==> config.mk <==
export PLATFORM = sky130hd
export DESIGN_NAME = odd_even_div
export DESIGN_NICKNAME = d
export VERILOG_FILES = /design/src/rtl/odd_even_div_pkg.sv /design/src/rtl/odd_even_div_cnt.sv /design/src/rtl/odd_even_div.sv
export SDC_FILE = /design/constraint.sdc
export NUM_CORES = 1
export LEC_CHECK = 0
export ABC_CLOCK_PERIOD_IN_PS = 3300
export CAP_MARGIN = 20
export CORE_MARGIN = 2
export CORE_UTILIZATION = 35
export CTS_CLUSTER_DIAMETER = 40
export DETAILED_ROUTE_END_ITERATION = 16
export MAX_ROUTING_LAYER = met4
export PLACE_DENSITY = 0.58
export SLEW_MARGIN = 20
export SYNTH_ARGS = -nofsm -noshare
export SYNTH_HDL_FRONTEND = slang
export SYNTH_HIERARCHICAL = 1
export SYNTH_SLANG_ARGS = --single-unit
==> constraint.sdc <==
create_clock -name clk -period 3.3 [get_ports clk]
set_input_delay 0.33 -clock clk [delete_from_list [all_inputs] [get_ports clk]]
set_output_delay 0.33 -clock clk [all_outputs]
set_load 0.05 [all_outputs]
==> src/rtl/odd_even_div_pkg.sv <==
// Shared types and helpers for the odd/even programmable clock divider.
package odd_even_div_pkg;
  localparam int CFG_W_DEF = 8;

  typedef logic [CFG_W_DEF-1:0] div_t;

  // High-phase length in posedge cycles: ceil(n/2), computed one bit wider so n=255 does not wrap.
  function automatic div_t half(div_t n);
    logic [CFG_W_DEF:0] s;
    s = {1'b0, n} + 1'b1;
    return div_t'(s >> 1);
  endfunction
endpackage

==> src/rtl/odd_even_div_cnt.sv <==
// Posedge half of the divider: ratio latch, period counter, done pulse, high-phase compare.
module odd_even_div_cnt
  import odd_even_div_pkg::*;
#(
  parameter int CFG_W = CFG_W_DEF
) (
  input  logic             clk,
  input  logic             rst,
  input  logic [CFG_W-1:0] div_cfg,
  output logic [CFG_W-1:0] cfg_q,
  output logic             pos_q,
  output logic             done
);
  logic [CFG_W-1:0] cnt;
  logic             idle;
  logic             wrap;
  logic             nxt_ok;
  logic [CFG_W:0]   h;

  assign idle   = (cfg_q[CFG_W-1:1] == '0);
  assign wrap   = !idle && (cnt == cfg_q - 1'b1);
  // A ratio below 2 has no period, so the closing pulse is suppressed when entering idle.
  assign nxt_ok = (div_cfg[CFG_W-1:1] != '0);
  assign h      = ({1'b0, cfg_q} + 1'b1) >> 1;

  // Ratio only reloads while idle or on the wrap edge, so a period is never cut short.
  always_ff @(posedge clk or posedge rst) begin
    if (rst) begin
      cfg_q <= '0;
      cnt   <= '0;
      done  <= 1'b0;
      pos_q <= 1'b0;
    end else begin
      pos_q <= ({1'b0, cnt} < h);
      if (idle) begin
        cfg_q <= div_cfg;
        cnt   <= '0;
        done  <= 1'b0;
      end else if (wrap) begin
        cfg_q <= div_cfg;
        cnt   <= '0;
        done  <= nxt_ok;
      end else begin
        cnt   <= cnt + 1'b1;
        done  <= 1'b0;
      end
    end
  end
endmodule

==> src/rtl/odd_even_div.sv <==
// Programmable odd/even clock divider top.
// ODD_DUTY50_EN adds a negedge retime flop so odd ratios get exact 50% duty.
module odd_even_div
  import odd_even_div_pkg::*;
#(
  parameter int CFG_W = CFG_W_DEF
) (
  input  logic             clk,
  input  logic             rst,
  input  logic [CFG_W-1:0] div_cfg,
  output logic             clko,
  output logic             done
);
  logic [CFG_W-1:0] cfg_q;
  logic             pos_q;
  logic             odd_clk;

  odd_even_div_cnt #(.CFG_W(CFG_W)) u_cnt (
    .clk     (clk),
    .rst     (rst),
    .div_cfg (div_cfg),
    .cfg_q   (cfg_q),
    .pos_q   (pos_q),
    .done    (done)
  );

`ifdef ODD_DUTY50_EN
  logic neg_q;

  // Half-cycle delayed copy; ANDing trims the odd high phase by half a clk.
  always_ff @(negedge clk or posedge rst) begin
    if (rst) neg_q <= 1'b0;
    else     neg_q <= pos_q;
  end

  assign odd_clk = pos_q & neg_q;
`else
  assign odd_clk = pos_q;
`endif

  // Output mux: off for 0, gated pass-through for 1, else even/odd shaping.
  always_comb begin
    clko = 1'b0;
    if (cfg_q == CFG_W'(1))      clko = clk;
    else if (cfg_q != '0) begin
      if (!cfg_q[0])             clko = pos_q;
      else                       clko = odd_clk;
    end
  end
endmodule

# Word level (Yosys, flattened, before mapping)
# Cells that the tools add are included.
# op_classes
add_sub_neg	3
mul	0
div	0
order_cmp	1
n_eq_ne	2
shift	0
muxes	8
n_bitwise	0
reduce_logical	6
# op_table
cell	n
8-bit 2-to-1 mux	4
8-bit by 1-bit adder with 9-bit output, second input constant	1
8-bit by 1-bit adder with 8-bit output, second input constant	1
8-bit by 1-bit == test with 1-bit output, second input constant	1
8-bit == test	1
8-bit < comparator	1
8-bit nonzero test	1
8-bit by 1-bit subtractor with 8-bit output, second input constant	1
7-bit zero test	1
7-bit nonzero test	1
1-bit 2-to-1 mux	4
2-bit nonzero test	1
1-bit logical AND	1
1-bit zero test	1
# totals
register_bits	18
latchBits	0
ramBits	0
mem_bits_ro	0
inputBits	10
wordCells	24
mem_count	0

# Logic depth before layout (Yosys ltp)
# Gate-level depths: netlist of the first run.
# logic_depth
depth_word	5
depth_mapped	9

# By module
# The synthesis of the first run kept the hierarchy.
# modules_own_cells
module	instances	cells_each	area_each_um2	seq_area_each_um2
odd_even_div_cnt	1	127	1291.2	450.4
odd_even_div	1	4	35.0	0.0

==> metrics.yaml, run 1 <==
run_status:
  status: "complete, no violations"
sta:
  whs_ns: 0.390
  finalSetupViolCount: 0
  max-slew-margin-rel_pct: 40.0
  setup_total_negative_slack_ns: 0
  final-hold-violation-count: 0
  worstMarginPinSlew_ns: 0.897
  setup_repair_after_global_routing_missed_its_margin: "false"
  timing.final.max_slew_violations: 0
  timing.clock.skew_ns: 0.00409
clock_tree:
  cts_setup_buffers: 0
  tritoncts: "yes"
  holdBufCountCts: 0
  cts_repair_resize_count: 0
  worst_skew_pair.late_latency_ns: 0.36
  cts.reportedPaths.clkPinSlew_ns: 0.07
floorplanning:
  floorplan.io_pins: 12
  die-height_um: 65.6
  starting_density_of_the_core_pct: 36.2
  row_count: 22
  die_area_um2: 4300
  coreArea_um2: 3660
  chipWidth_um: 65.6
synth:
  yosys.area.top_type_share_pct: 34.0
  netlist_instances: 131
  ys_types: 34
  synth-main-ff-cell: "dfrtp_1"
  synth.top_cells.by_area: "dfrtp_1, ha_1, xnor2_1, xor2_1, a22o_2"
  most_repeated_cell_in_the_gate_level_netlist_after_synthesis: "dfrtp_1"
  post-synth-top-area-cell: "dfrtp_1"
  cell_area_after_synthesis_um2: 1330
  synth-seq-cells: 18
  seq_area_frac_synth_pct: 34.0
  warnings_from_yosys: 6
  postSynth.asyncResetShare_pct: 100
  synth_enable_flop_cells: 0
  syn-num-nets: 151
  synthesis.area_per_instance_um2: 10.1
  synth.cells.most_frequent: "dfrtp_1, nor2_1, xnor2_1"
critical_path:
  worst_r2r_path_depth: 8
  r2r_start: "u_cnt/cfg_q[1]$_DFFE_PP0P_"
  rrSetupSlack_ns: 0.61
  crit_family: "buffers and inverters"
  crit_path_end_kind: "output port"
  timing.critical_path.slowest_cell_delay_ns: 0.71
  worstPathCellList: "clkbuf_8 > clkbuf_8 > a41o_1 > clkdlybuf4s50_1"
  crit_slowest_cell: "clkdlybuf4s50_1"
  critPathMaxFanout: 2
  cpMostUsedCell: "clkbuf_8"
  setup.worst_path.start_class: "clock port"
  worst_setup_path_startpoint: "clk"
  endpoint: "clko"
  cp_num_cells: 4
  class_of_the_most_critical_setup_path: "clock port to output port"
  arrival_ns: 2.79
  critical_r2r_capture: "u_cnt/cfg_q[0]$_DFFE_PP0P_"
  buffers_inverters_on_critical_path: 3
  worstPathRequired_ns: 2.97
layout:
  insertedDiodeCount: 0
  final_net_count: 164
  layout-drive-gt1-share_pct: 14.7
  post-route-util_pct: 42.3
  areaGrowthSynthToFinish_pct: 16.9
  stdcell_area_um2: 1550
global_route:
  grt_antenna_before_repair: 0
  grt_first_pass_wirelength_um: 5000
  grt_max_degree: 19
  vias_in_the_first_global_route: 1069
  grt_use_total_pct: 16.5
  grt_overflow_total: 0
route:
  ant_nets: 0
  vias_per_cell: 5.21
  routedWlPerCell_um: 15.2
  wirelength_um: 2900
  drtIter0Drc: 51
  dr_total_vias: 996
  drt_drc_violations_left: 0
  dr.pass1.iters: 4
flow_run:
  max-cap-violations: 0
worst_hold_path:
  hold_class: "input pin to async pin"
power:
  finalPower_mw: 1.62
  vdd_ir_drop_max_mv: 0.503
  static-leakage-power_nw: 0.641
  power_density_relative_to_cell_area_nw_per_um2: 1040
placement:
  post-dp-hpwl_um: 2130
  globalplace.congestion: 0.861
  port-buffer-count: 11
  placedInstanceArea_um2: 1450
## logic make-up after synthesis
logic type,share of synthesized area (%)
adders and majority gates,9.43
muxes,1.13
xor gates and xnor gates,15.2
AOI/OAI and AO/OA,15.0
buffers and inverters,5.47
and+or+nand+nor,19.8
DFF,34.0
## sequential cells by signal (all words and copies together) (netlist names)
name         count
u_cnt/cnt        8
u_cnt/done       1
u_cnt/cfg_q      8
u_cnt/pos_q      1
## worst register-to-register path, cell delays in order (launching register included)
cell and delay [ns]:
dfrtp_1 0.50, inv_1 0.12, ha_1 0.23, nand2b_1 0.11, or3_4 0.39, a2111oi_4 0.41, nand4_4 0.23, o41ai_4 0.25
mux2_4 0.35
## cell usage in the layout (no fill, tap or decap), types with 6 or more instances in the layout
cell / count
clkbuf_8: 7
xor2_1: 10
nor2_1: 13
ha_1: 10
clkdlybuf4s50_1: 11
xnor2_1: 13
inv_1: 6
dfrtp_1: 18
nand3_1: 6
## stage by stage
stage | instances | worst slack [ns]
after floorplan | 131 | 0.849
after global placement | 184 | 0.455
after detailed placement | 184 | 0.455
after CTS | 191 | 0.175
after global routing | 191 | 0.157
final | 191 | 0.180
## worst min path at each step
stage	from	endpoint	slack [ns]	depth (start not counted)
6_report	rst	u_cnt/cnt[3]$_DFF_PP0_	0.39	2
4_1_cts	rst	u_cnt/cnt[3]$_DFF_PP0_	0.41	2
3_5_place_dp	u_cnt/cnt[0]$_DFF_PP0_	u_cnt/cnt[0]$_DFF_PP0_	0.57	1
5_1_grt	rst	u_cnt/cnt[0]$_DFF_PP0_	0.44	2
2_1_floorplan	rst	u_cnt/cfg_q[0]$_DFFE_PP0P_	0.27	1
3_3_place_gp	u_cnt/cnt[0]$_DFF_PP0_	u_cnt/cnt[0]$_DFF_PP0_	0.58	1
## metal layers
layer / share of wire (%) / GRT usage (%) / vias up / wire [um]
met2: 47 / 23.0 / 15 / 1360
li1: - / - / 490 / -
met1: 48 / 20.9 / 487 / 1400
met5: 0 / - / - / 0
met4: 1.7 / 8.07 / 0 / 48
met3: 3.2 / 6.34 / 4 / 93
## where the power goes
part           switching, mW  total [mW]  internal (mW)
sequential             0.217       0.537          0.320
clock                  0.111       0.304          0.193
combinational          0.386       0.776          0.390
total                  0.714        1.62          0.903
## final cells by class
| class | instances | area [um2] |
|---|---|---|
| sequential | 18 | 450 |
| fill | 357 | 2110 |
| inverter | 6 | 22.5 |
| multi-input combinational | 100 | 803 |
| timing repair buffer | 11 | 108 |
| tap | 48 | 60.1 |
| clock buffer | 8 | 106 |
Note: power is estimated with default switching activity, not from simulation.
==> run 2: changes to the inputs <==
--- a/config.mk
+++ b/config.mk
@@ -7,12 +7,11 @@
 export LEC_CHECK = 0
 export ABC_CLOCK_PERIOD_IN_PS = 3300
 export CAP_MARGIN = 20
-export CORE_MARGIN = 2
-export CORE_UTILIZATION = 35
+export CORE_UTILIZATION = 55
 export CTS_CLUSTER_DIAMETER = 40
 export DETAILED_ROUTE_END_ITERATION = 16
 export MAX_ROUTING_LAYER = met4
-export PLACE_DENSITY = 0.58
+export PLACE_DENSITY = 0.85
 export SLEW_MARGIN = 20
 export SYNTH_ARGS = -nofsm -noshare
 export SYNTH_HDL_FRONTEND = slang
==> metrics.yaml, run 2 (synthesis results as in run 1) <==
run_status:
  status: "complete, no violations"
power:
  static-leakage-power_nw: 0.620
  power_density_relative_to_cell_area_nw_per_um2: 1040
  finalPower_mw: 1.55
  vdd_ir_drop_max_mv: 0.674
placement:
  place_worst_setup_slack_ns: 0.455
  place_inst: 163
  port-buffer-count: 11
  placedInstanceArea_um2: 1420
  post-dp-hpwl_um: 2130
  globalplace.congestion: 0.973
layout:
  post-route-util_pct: 66.3
  final_net_count: 163
  areaGrowthSynthToFinish_pct: 11.6
  stdcell_area_um2: 1480
  insertedDiodeCount: 0
  reg.largest.list: "u_cnt/cfg_q (8), u_cnt/cnt (8)"
  layout.cells.most_common_list: "dfrtp_1, xnor2_1, nor2_1"
  mostFrequentLayoutCell: "dfrtp_1"
  layout.cells.non_filler: 170
  layout-drive-gt1-share_pct: 14.1
floorplanning:
  die_area_um2: 2610
  floorplan.io_pins: 12
  row_count: 17
  coreArea_um2: 2230
  chipWidth_um: 51.1
  die-height_um: 51.1
  starting_density_of_the_core_pct: 59.4
route:
  drtIter0Drc: 44
  dr.pass1.iters: 4
  ant_nets: 0
  dr_total_vias: 1013
  drt_drc_violations_left: 0
  routedWlPerCell_um: 17.5
  wirelength_um: 2980
  vias_per_cell: 5.96
sta:
  final-hold-violation-count: 0
  timing.final.max_slew_violations: 0
  worstMarginPinSlew_ns: 0.923
  whs_ns: 0.311
  final_worst_slack_ns: 0.181
  timing.clock.skew_ns: 0.00329
  setup_total_negative_slack_ns: 0
  max-slew-margin-rel_pct: 38.2
  setup_repair_after_global_routing_missed_its_margin: "false"
  finalSetupViolCount: 0
critical_path:
  cpMostUsedCell: "clkbuf_4"
  crit_family: "buffers and inverters"
  crit_path_end_kind: "output port"
  critPathMaxFanout: 2
  crit_slowest_cell: "clkdlybuf4s50_1"
  arrival_ns: 2.79
  setup.worst_path.start_class: "clock port"
  worstPathRequired_ns: 2.97
  class_of_the_most_critical_setup_path: "clock port to output port"
  timing.critical_path.slowest_cell_delay_ns: 0.69
  worstPathCellList: "clkbuf_4 > clkbuf_4 > a41o_1 > clkdlybuf4s50_1"
  buffers_inverters_on_critical_path: 3
global_route:
  grt_max_degree: 19
  vias_in_the_first_global_route: 1045
  grt_first_pass_wirelength_um: 4900
  grt_use_total_pct: 28.1
  grt_antenna_before_repair: 0
  grt_overflow_total: 0
clock_tree:
  cts_setup_buffers: 0
  holdBufCountCts: 0
  cts.reportedPaths.clkPinSlew_ns: 0.10
  tritoncts: "yes"
  worst_skew_pair.late_latency_ns: 0.41
  cts_repair_resize_count: 0
flow_run:
  max-cap-violations: 0
worst_hold_path:
  hold_class: "input pin to async pin"
-- run 2: routing by layer --
metal | GRT usage (%) | up-vias | wire length (um)
met5 | - | - | 0
met4 | 16.7 | 0 | 96
met3 | 10.7 | 13 | 141
met2 | 43.6 | 29 | 1510
met1 | 30.5 | 488 | 1240
li1 | - | 483 | -
-- run 2: where the power goes --
group | internal [mW] | leakage, nW | switching, mW
clock network | 0.118 | 0.0434 | 0.102
logic | 0.383 | 0.361 | 0.377
registers | 0.319 | 0.216 | 0.246
total | 0.820 | 0.620 | 0.725
-- run 2: layout make-up --
cell class	count	area, um2
Tap cell	28	35.0
Fill cell	175	753
Multi-Input combinational cell	100	803
Sequential cell	18	450
Clock buffer	8	68.8
Timing Repair Buffer	10	100
Inverter	6	22.5
-- run 2: path summary, 6_finish.rpt --
kind | from | end | slack (ns) | cells past startpoint
max in group asynchronous | rst | u_cnt/cnt[6]$_DFF_PP0_ | 2.56 | 2
worst max register to register | u_cnt/cfg_q[1]$_DFFE_PP0P_ | u_cnt/cfg_q[0]$_DFFE_PP0P_ | 0.60 | 8
worst min register to register | u_cnt/cnt[7]$_DFF_PP0_ | u_cnt/cnt[7]$_DFF_PP0_ | 0.62 | 2
min in group clk | div_cfg[0] | u_cnt/cfg_q[0]$_DFFE_PP0P_ | 0.54 | 2
worst max-delay path | clk | clko | 0.18 | 4
worst min-delay path | rst | u_cnt/cnt[0]$_DFF_PP0_ | 0.31 | 2
